--- config.mk ---
export PLATFORM = sky130hd
export DESIGN_NAME = serial_paralelo
export DESIGN_NICKNAME = d
export VERILOG_FILES = /design/src/rtl/serial_paralelo.sv
export SDC_FILE = /design/constraint.sdc
export NUM_CORES = 1
export LEC_CHECK = 0
export CAP_MARGIN = 20
export CORE_MARGIN = 8
export CORE_UTILIZATION = 53
export CTS_CLUSTER_SIZE = 16
export DETAILED_ROUTE_END_ITERATION = 7
export PLACE_DENSITY_LB_ADDON = 0.12
export SLEW_MARGIN = 20
export SYNTH_ARGS = -nofsm -noshare
export SYNTH_HDL_FRONTEND = slang
export SYNTH_SLANG_ARGS = --single-unit
--- constraint.sdc ---
create_clock -name clk_8f -period 2.05 [get_ports clk_8f]
set_input_delay 0.3075 -clock clk_8f [delete_from_list [all_inputs] [get_ports clk_8f]]
set_output_delay 0.3075 -clock clk_8f [all_outputs]
set_load 0.02 [all_outputs]
--- src/rtl/serial_paralelo.sv ---
// -----------------------------------------------------------------------------
// serial_paralelo
//
// Serial-to-parallel deserializer for the receive path.  One bit per clk_8f
// cycle is shifted in MSB first.  Byte alignment is found by hunting for the
// COM character.  The link is declared active after SYNC_COUNT consecutive
// aligned COMs.  From then on every received byte is presented on data_out
// for one full byte period (8 clk_8f cycles), with valid_out flagging
// non-COM bytes.
//
// Optional build macro: SP_OUT_REG_EN
//   When defined, data_out, valid_out and active pass through one extra
//   register stage, which delays every output edge by one clk_8f cycle.
//
// Reset: rst is synchronous and active-low, sampled on the rising edge of
// clk_8f.  It clears all state, including the shift register.
// -----------------------------------------------------------------------------
module serial_paralelo #(
    parameter logic [7:0]  COM_CHAR   = 8'hBC,
    parameter int unsigned SYNC_COUNT = 4
) (
    input  logic       clk_8f,
    input  logic       rst,
    input  logic       data_in,
    output logic [7:0] data_out,
    output logic       valid_out,
    output logic       active
);

    typedef enum logic [1:0] {
        ST_HUNT   = 2'd0,
        ST_LOCK   = 2'd1,
        ST_ACTIVE = 2'd2
    } state_t;

    localparam logic [3:0] SYNC_TARGET = 4'(SYNC_COUNT);

    // True when a completed byte equals the alignment character.
    function automatic logic is_com(input logic [7:0] byte_val);
        return (byte_val == COM_CHAR);
    endfunction

    logic [7:0] sr_r;
    logic [7:0] nxt_s;
    state_t     state_r;
    state_t     state_s;
    logic [2:0] bit_cnt_r;
    logic [2:0] bit_cnt_s;
    logic [3:0] com_cnt_r;
    logic [3:0] com_cnt_s;
    logic [7:0] data_r;
    logic [7:0] data_s;
    logic       valid_r;
    logic       valid_s;
    logic       active_r;
    logic       active_s;

    // Next-state, byte counter, COM counter and boundary output logic.
    always_comb begin
        nxt_s     = {sr_r[6:0], data_in};
        state_s   = state_r;
        bit_cnt_s = bit_cnt_r + 3'd1;
        com_cnt_s = com_cnt_r;
        data_s    = data_r;
        valid_s   = valid_r;

        case (state_r)
            ST_HUNT: begin
                // Any cycle can be a boundary while hunting; the COM found
                // here counts as the first of the sync sequence.
                data_s  = 8'h00;
                valid_s = 1'b0;
                if (is_com(nxt_s)) begin
                    bit_cnt_s = 3'd0;
                    com_cnt_s = 4'd1;
                    if (SYNC_TARGET == 4'd1) begin
                        state_s = ST_ACTIVE;
                    end else begin
                        state_s = ST_LOCK;
                    end
                end else begin
                    bit_cnt_s = 3'd0;
                    com_cnt_s = 4'd0;
                end
            end

            ST_LOCK: begin
                data_s  = 8'h00;
                valid_s = 1'b0;
                if (bit_cnt_r == 3'd7) begin
                    if (is_com(nxt_s)) begin
                        com_cnt_s = com_cnt_r + 4'd1;
                        if ((com_cnt_r + 4'd1) == SYNC_TARGET) begin
                            state_s = ST_ACTIVE;
                        end else begin
                            state_s = ST_LOCK;
                        end
                    end else begin
                        // A non-COM on a boundary means the alignment was
                        // a false match straddling two bytes.
                        com_cnt_s = 4'd0;
                        state_s   = ST_HUNT;
                    end
                end else begin
                    state_s = ST_LOCK;
                end
            end

            ST_ACTIVE: begin
                // No loss-of-sync exit: only reset leaves ACTIVE.
                if (bit_cnt_r == 3'd7) begin
                    data_s  = nxt_s;
                    valid_s = !is_com(nxt_s);
                end else begin
                    data_s  = data_r;
                    valid_s = valid_r;
                end
            end

            default: begin
                state_s   = ST_HUNT;
                bit_cnt_s = 3'd0;
                com_cnt_s = 4'd0;
                data_s    = 8'h00;
                valid_s   = 1'b0;
            end
        endcase

        active_s = (state_s == ST_ACTIVE);
    end

    // Shift register, FSM state, counters and boundary output registers.
    always_ff @(posedge clk_8f) begin
        if (!rst) begin
            sr_r      <= 8'h00;
            state_r   <= ST_HUNT;
            bit_cnt_r <= 3'd0;
            com_cnt_r <= 4'd0;
            data_r    <= 8'h00;
            valid_r   <= 1'b0;
            active_r  <= 1'b0;
        end else begin
            sr_r      <= nxt_s;
            state_r   <= state_s;
            bit_cnt_r <= bit_cnt_s;
            com_cnt_r <= com_cnt_s;
            data_r    <= data_s;
            valid_r   <= valid_s;
            active_r  <= active_s;
        end
    end

`ifdef SP_OUT_REG_EN
    logic [7:0] data_q_r;
    logic       valid_q_r;
    logic       active_q_r;

    // Extra output stage, adding one clk_8f cycle to every output edge.
    always_ff @(posedge clk_8f) begin
        if (!rst) begin
            data_q_r   <= 8'h00;
            valid_q_r  <= 1'b0;
            active_q_r <= 1'b0;
        end else begin
            data_q_r   <= data_r;
            valid_q_r  <= valid_r;
            active_q_r <= active_r;
        end
    end

    assign data_out  = data_q_r;
    assign valid_out = valid_q_r;
    assign active    = active_q_r;
`else
    assign data_out  = data_r;
    assign valid_out = valid_r;
    assign active    = active_r;
`endif

endmodule

==> metrics, run 1 <==
Yosys cell types=34; #FFs+latches synth=26; clk_skew=roughly 3.7 ps; HPWL after DPL=1590 um; Worst Max-Slew Pin Slew=416 ps; post-synthesis sequential area ratio=46.2%; die area=between 0.003 and 0.004 mm^2; Clock transition at path regs=about 140 ps; max-cap viol count=0; drc violations=0; Die W=~62 um; leakage power=0.499 nW; R2R Path Start=state_r[1]; number of global-route vias before repair=854; cts hold-fix bufs=0; Max Fclk=0.586 GHz; Avg Synthesized Cell Area=9.97 um^2; cell area after layout=0.00134 mm^2; ys async rst share=0%; Hold WC Path Type=flop to flop; setup TNS=0 ps; CP endpoint kind=flop; WL met1=974 um; area grow syn2layout=18.9%; Final Hold Viols=0; post-synthesis cell count=113; period utilization=83.2%; Critical Path AT=1970 ps; Crit Path Max Fanout=5; antenna viol nets, final=0; Post-CTS Resized=0; Synth area leader=dfxtp_1; top layer in use=met4; detailed-router iteration count before antenna repair=4; post-synth top area share=roughly 46%; WL/cell=13.3 um; IO buf count=12; WP data required=2310 ps; CTS tree=built; Min Hold Slack=between 400 and 500 ps; mapped cell area=0.00113 mm^2; Die Ht=62.1 um; first-pass GRT wire length=3660 um; min-delay src=bit_cnt_r[0]; RSZ-0062 raised after global routing=no; Max-slew headroom=between 70% and 80%; n_diodes=0; Cell Pwr Density=~650 mW/mm^2; post-place instance area=0.00129 mm^2; most frequent cells in the layout=dfxtp_1 (26), nor2_1 (12), clkdlybuf4s50_1 (12); final global-route overflow total=0; core box area=approximately 0.0020 mm^2; setup violators final=0; layout cell share with drive strength beyond 1=7.75%; Detail Route met3 WL=42 um; CP Launch Type=flop; CP startpoint=state_r[1]; largest net degree at the start of global routing=16; synth warn=0; critical path class=flop to flop; # rows=16; drt total wl=roughly 2100 um; most common cell after layout, fill and taps aside=dfxtp_1; via-per-instance ratio=roughly 5.3; 1st-iter DRT viols=20; via count=825; Root Buffer=clkbuf_4; post-CTS setup buffers=0; CTS sink cnt=26; r2r setup slk=340 ps; syn_nets=approximately 120; RePlAce Congestion=a little over 0.8; initial antenna violation count=0; Max VDD drop=485 uV; top post-synthesis cells by area=dfxtp_1 (46%), ha_1 (8.9%), mux2i_1 (7.1%); Initial Util=56.8%; CTS Buf Count=3; All-Layer GR Usage=12.8%; nets=141; Longest Clk Path Bufs=2; outcome=finished, final reports clean; min Tclk post-route=approximately 1700 ps; Slew Limit Fails=0; Synth Flop Type=dfxtp_1; Clock Latency Late Sink=320 ps; htree depth=1; EDFF count, synth=0; metal2 WL=1020 um; num ports=13
## flip-flops by register name, indices dropped and copies added, names as in the netlist
| signal | flops |
|---|---|
| data_out | 8 |
| sr_r | 7 |
| com_cnt_r | 4 |
| bit_cnt_r | 3 |
| state_r | 2 |
| active | 1 |
| valid_out | 1 |
## synth_stat cells (2+ instances only)
library cell	n
a21boi_1	3
and2_1	7
nand3_1	3
inv_1	4
nor2b_1	5
nor2_1	12
ha_1	8
nand4bb_1	2
a21oi_1	2
and3_1	2
dfxtp_1	26
a211oi_1	2
nand2_1	8
mux2i_1	8
a31oi_1	2
## per-layer routing
metal,track usage (%),up-vias
met5,0,-
met4,7.14,0
met3,1.85,5
met2,22.7,10
met1,14.2,380
li1,-,430
## final cells by class
cell class / instances / area [um^2]
flip-flops and latches: 26 / 520
clock inverters: 1 / 30.0
repair buffers: 14 / 135
well taps: 27 / 33.8
fillers: 162 / 643
inverters: 4 / 15.0
multi-input cells: 81 / 582
clock buffers: 3 / 22.5
## where the power goes
part           leakage (nW)  internal [mW]  switching, mW
Clock                0.0279          0.198          0.149
Sequential            0.210          0.508        0.00310
Combinational         0.261        0.00851        0.00663
Total                 0.499          0.715          0.159
## kinds of logic after synthesis
logic type | share of synthesized area (%)
adders and majority gates | 8.89
and+or+nand+nor | 25.6
muxes | 7.11
DFF | 46.2
AOI/OAI and AO/OA | 10.1
buffers and inverters | 2.11
## metrics by stage
step	util (%)	power [mW]	worst slack, ps	std cells
6_report	67.6	0.874	344	156
5_1_grt	67.6	0.908	144	156
4_1_cts	67.6	0.884	330	156
3_5_place_dp	64.9	0.538	245	152
3_3_place_gp	64.9	0.537	347	152
2_1_floorplan	-	0.528	541	113
## worst paths after layout
kind                  endpoint  cells after the start
setup / recovery  com_cnt_r[0]                      6
hold / removal    bit_cnt_r[0]                      1
setup reg to reg  com_cnt_r[0]                      6
hold reg to reg   bit_cnt_r[0]                      1
## worst max-delay path: stages (launching register included)
cell and delay, ps:
dfxtp_1 420, inv_1 80, ha_1 250, nor2b_1 160, or2_4 260, or3_1 350, a21boi_1 120
Power figures use the tool's default switching activity.
==> run 2, diff against run 1 <==
- clock period: 2.05 -> 1.75 ns (I/O delays scaled with it)
==> run 2 against run 1 <==
  * Register-to-register slack worse by 210 ps
  * Critical endpoint unchanged
  * Largest power group unchanged
  * Sequential share of layout area shrank 0.32 points
  * Clock skew grew 0.90 ps
==> metrics, run 2 (synthesis gave the netlist of run 1 again) <==
outcome=finished, final reports clean; CP endpoint kind=flop; number of global-route vias before repair=798 (-6.6%); Final Core Density=68.4% (+0.88 points); max-cap viol count=0 (unchanged); R2R Path End=com_cnt_r[0]; Clock Latency Late Sink=320 ps (about the same); htree depth=1 (unchanged); RSZ-0062 raised after global routing=no; CP startpoint=state_r[1]; cell area after layout=0.00136 mm^2 (+1.3%); die area=0.00386 mm^2 (unchanged); Initial Util=56.8% (unchanged); Root Buffer=clkbuf_4; drt total wl=2090 um (+0.72%); Die Ht=62.1 um (unchanged); IO buf count=12 (unchanged); Clk network pwr share=39.8% (about the same); area grow syn2layout=20.4%; sw power=188 uW (+18%); leakage power=0.506 nW (+1.3%); cell total after placement=153 (+0.66%); Clock transition at path regs=130 ps (about the same); Slew Limit Fails=0 (unchanged); critical path class=flop to flop; fill count=161 (-0.62%); r2r setup slk=130 ps (-210 ps); internal power=837 uW (+17%); antenna viol nets, final=0 (unchanged); final global-route overflow total=0 (unchanged); initial antenna violation count=0 (unchanged); Max-slew headroom=75.6% (+3.5 points); CTS Buf Count=3 (unchanged); core box area=0.00198 mm^2 (unchanged); Reg2Reg Depth=6 (unchanged); via-per-instance ratio=5.45 (+3.1%); HPWL after DPL=1570 um (-1.0%); Total Power=1.02 mW (+17%); Die W=62.1 um (unchanged); Final Hold Viols=0 (unchanged); period utilization=92.4% (+9.2 points); Worst Max-Slew Pin Slew=363 ps (-52.3 ps); Crit Path Max Fanout=5 (unchanged); CP endpoint=com_cnt_r[0]; Longest Clk Path Bufs=2 (unchanged); setup TNS=0 ps (unchanged); CP Launch Type=flop; WP data required=2020 ps (-290 ps); setup violators final=0 (unchanged); Max Fclk=0.618 GHz (+5.4%); most common cell after layout, fill and taps aside=dfxtp_1; WL/cell=13.3 um (about the same); clk_skew=4.64 ps (+0.897 ps); footprint of the multi-input gates=589 um^2 (+1.3%); Cell Pwr Density=756 mW/mm^2 (+16%); sequential share of power=58.4% (-0.2 points); drc violations=0 (unchanged); post-place instance area=0.00129 mm^2 (+0.58%); most frequent cells in the layout=dfxtp_1 (24), nor2_1 (12), clkdlybuf4s50_1 (12), nand2_1 (8), mux2i_1 (8); min Tclk post-route=1620 ps (-87.9 ps); # rows=16 (unchanged); n_diodes=0 (unchanged); number of flip-flops in the largest register=8 (unchanged); post-CTS setup buffers=0 (unchanged); CTS sink cnt=26 (unchanged); Hold WC Path Type=flop to flop; largest net degree at the start of global routing=16 (unchanged); All-Layer GR Usage=12.2% (-0.62 points); layout cell share with drive strength beyond 1=11.5% (+3.8 points); detailed-router iteration count before antenna repair=4 (unchanged); 1st-iter DRT viols=35 (+75%); FF+latch area=523 um^2 (+0.48%); first-pass GRT wire length=3500 um (-4.5%); Sw Share=18.3% (+0.12 points); CTS tree=built; Comb pwr share=1.7% (about the same); nets=142 (+0.71%); R2R Path Start=state_r[1]; Max VDD drop=577 uV (+19%); via count=856 (+3.8%); num ports=13 (unchanged); Critical Path AT=1880 ps (-90 ps); Finished Layout Cells=157 (+0.64%); RePlAce Congestion=0.857 (+5.2%)
==> run 2: stage by stage <==
stage / hold WS, ps / setup WS (ps)
5_1_grt: 460 / 14.9
3_3_place_gp: 404 / 84.5
2_1_floorplan: 384 / 241
4_1_cts: 434 / 12.3
6_report: 429 / 132
3_5_place_dp: 415 / 19.4
==> run 2: how the worst min path moves through the flow <==
stage               slack, ps           end    startpoint  cells after the start
CTS                       430  bit_cnt_r[0]  bit_cnt_r[0]                      1
floorplan                 380       sr_r[0]       data_in                      1
global placement          400  bit_cnt_r[0]  bit_cnt_r[0]                      1
detailed placement        420  bit_cnt_r[0]  bit_cnt_r[0]                      1
global route              460  bit_cnt_r[0]  bit_cnt_r[0]                      1
finish                    430  bit_cnt_r[0]  bit_cnt_r[0]                      1
==> run 2: worst max-delay path: stages, from the launching register on <==
cell	delay, ps
dfxtp_2	390
inv_1	70
ha_1	230
nor2b_1	170
or2_4	250
or3_1	340
a21boi_1	120
==> run 2: final cells by class <==
cell class,instances,share of cell area (%)
clock buffer,3,1.66
clock inverter,1,2.21
inverter,4,1.11
multi-input combinational,81,43.5
sequential,26,38.6
tap,27,2.49
timing repair buffer,15,10.5
==> run 2: power by group through the flow <==
| stage | clock network, mW | registers [mW] | logic, mW |
|---|---|---|---|
| 2_1_floorplan | 0 | 0.611 | 0.00811 |
| 3_3_place_gp | 0 | 0.612 | 0.0175 |
| 3_5_place_dp | 0 | 0.612 | 0.0176 |
| 4_1_cts | 0.415 | 0.599 | 0.0177 |
| 5_1_grt | 0.441 | 0.600 | 0.0194 |
| 6_report | 0.408 | 0.599 | 0.0177 |
==> run 2: timing repair <==
item / CTS / global route
hold buffers: 0 / 0
endpoints found under the setup margin: 0 / 4
gates resized for setup: 0 / 4
==> run 2: routing by layer <==
layer | global-route usage, % | vias to the layer above | wire [um]
li1 | - | 429 | -
met1 | 13.6 | 403 | 937
met2 | 21.7 | 19 | 1040
met3 | 2.06 | 5 | 76
met4 | 5.84 | 0 | 38
met5 | 0 | - | 0
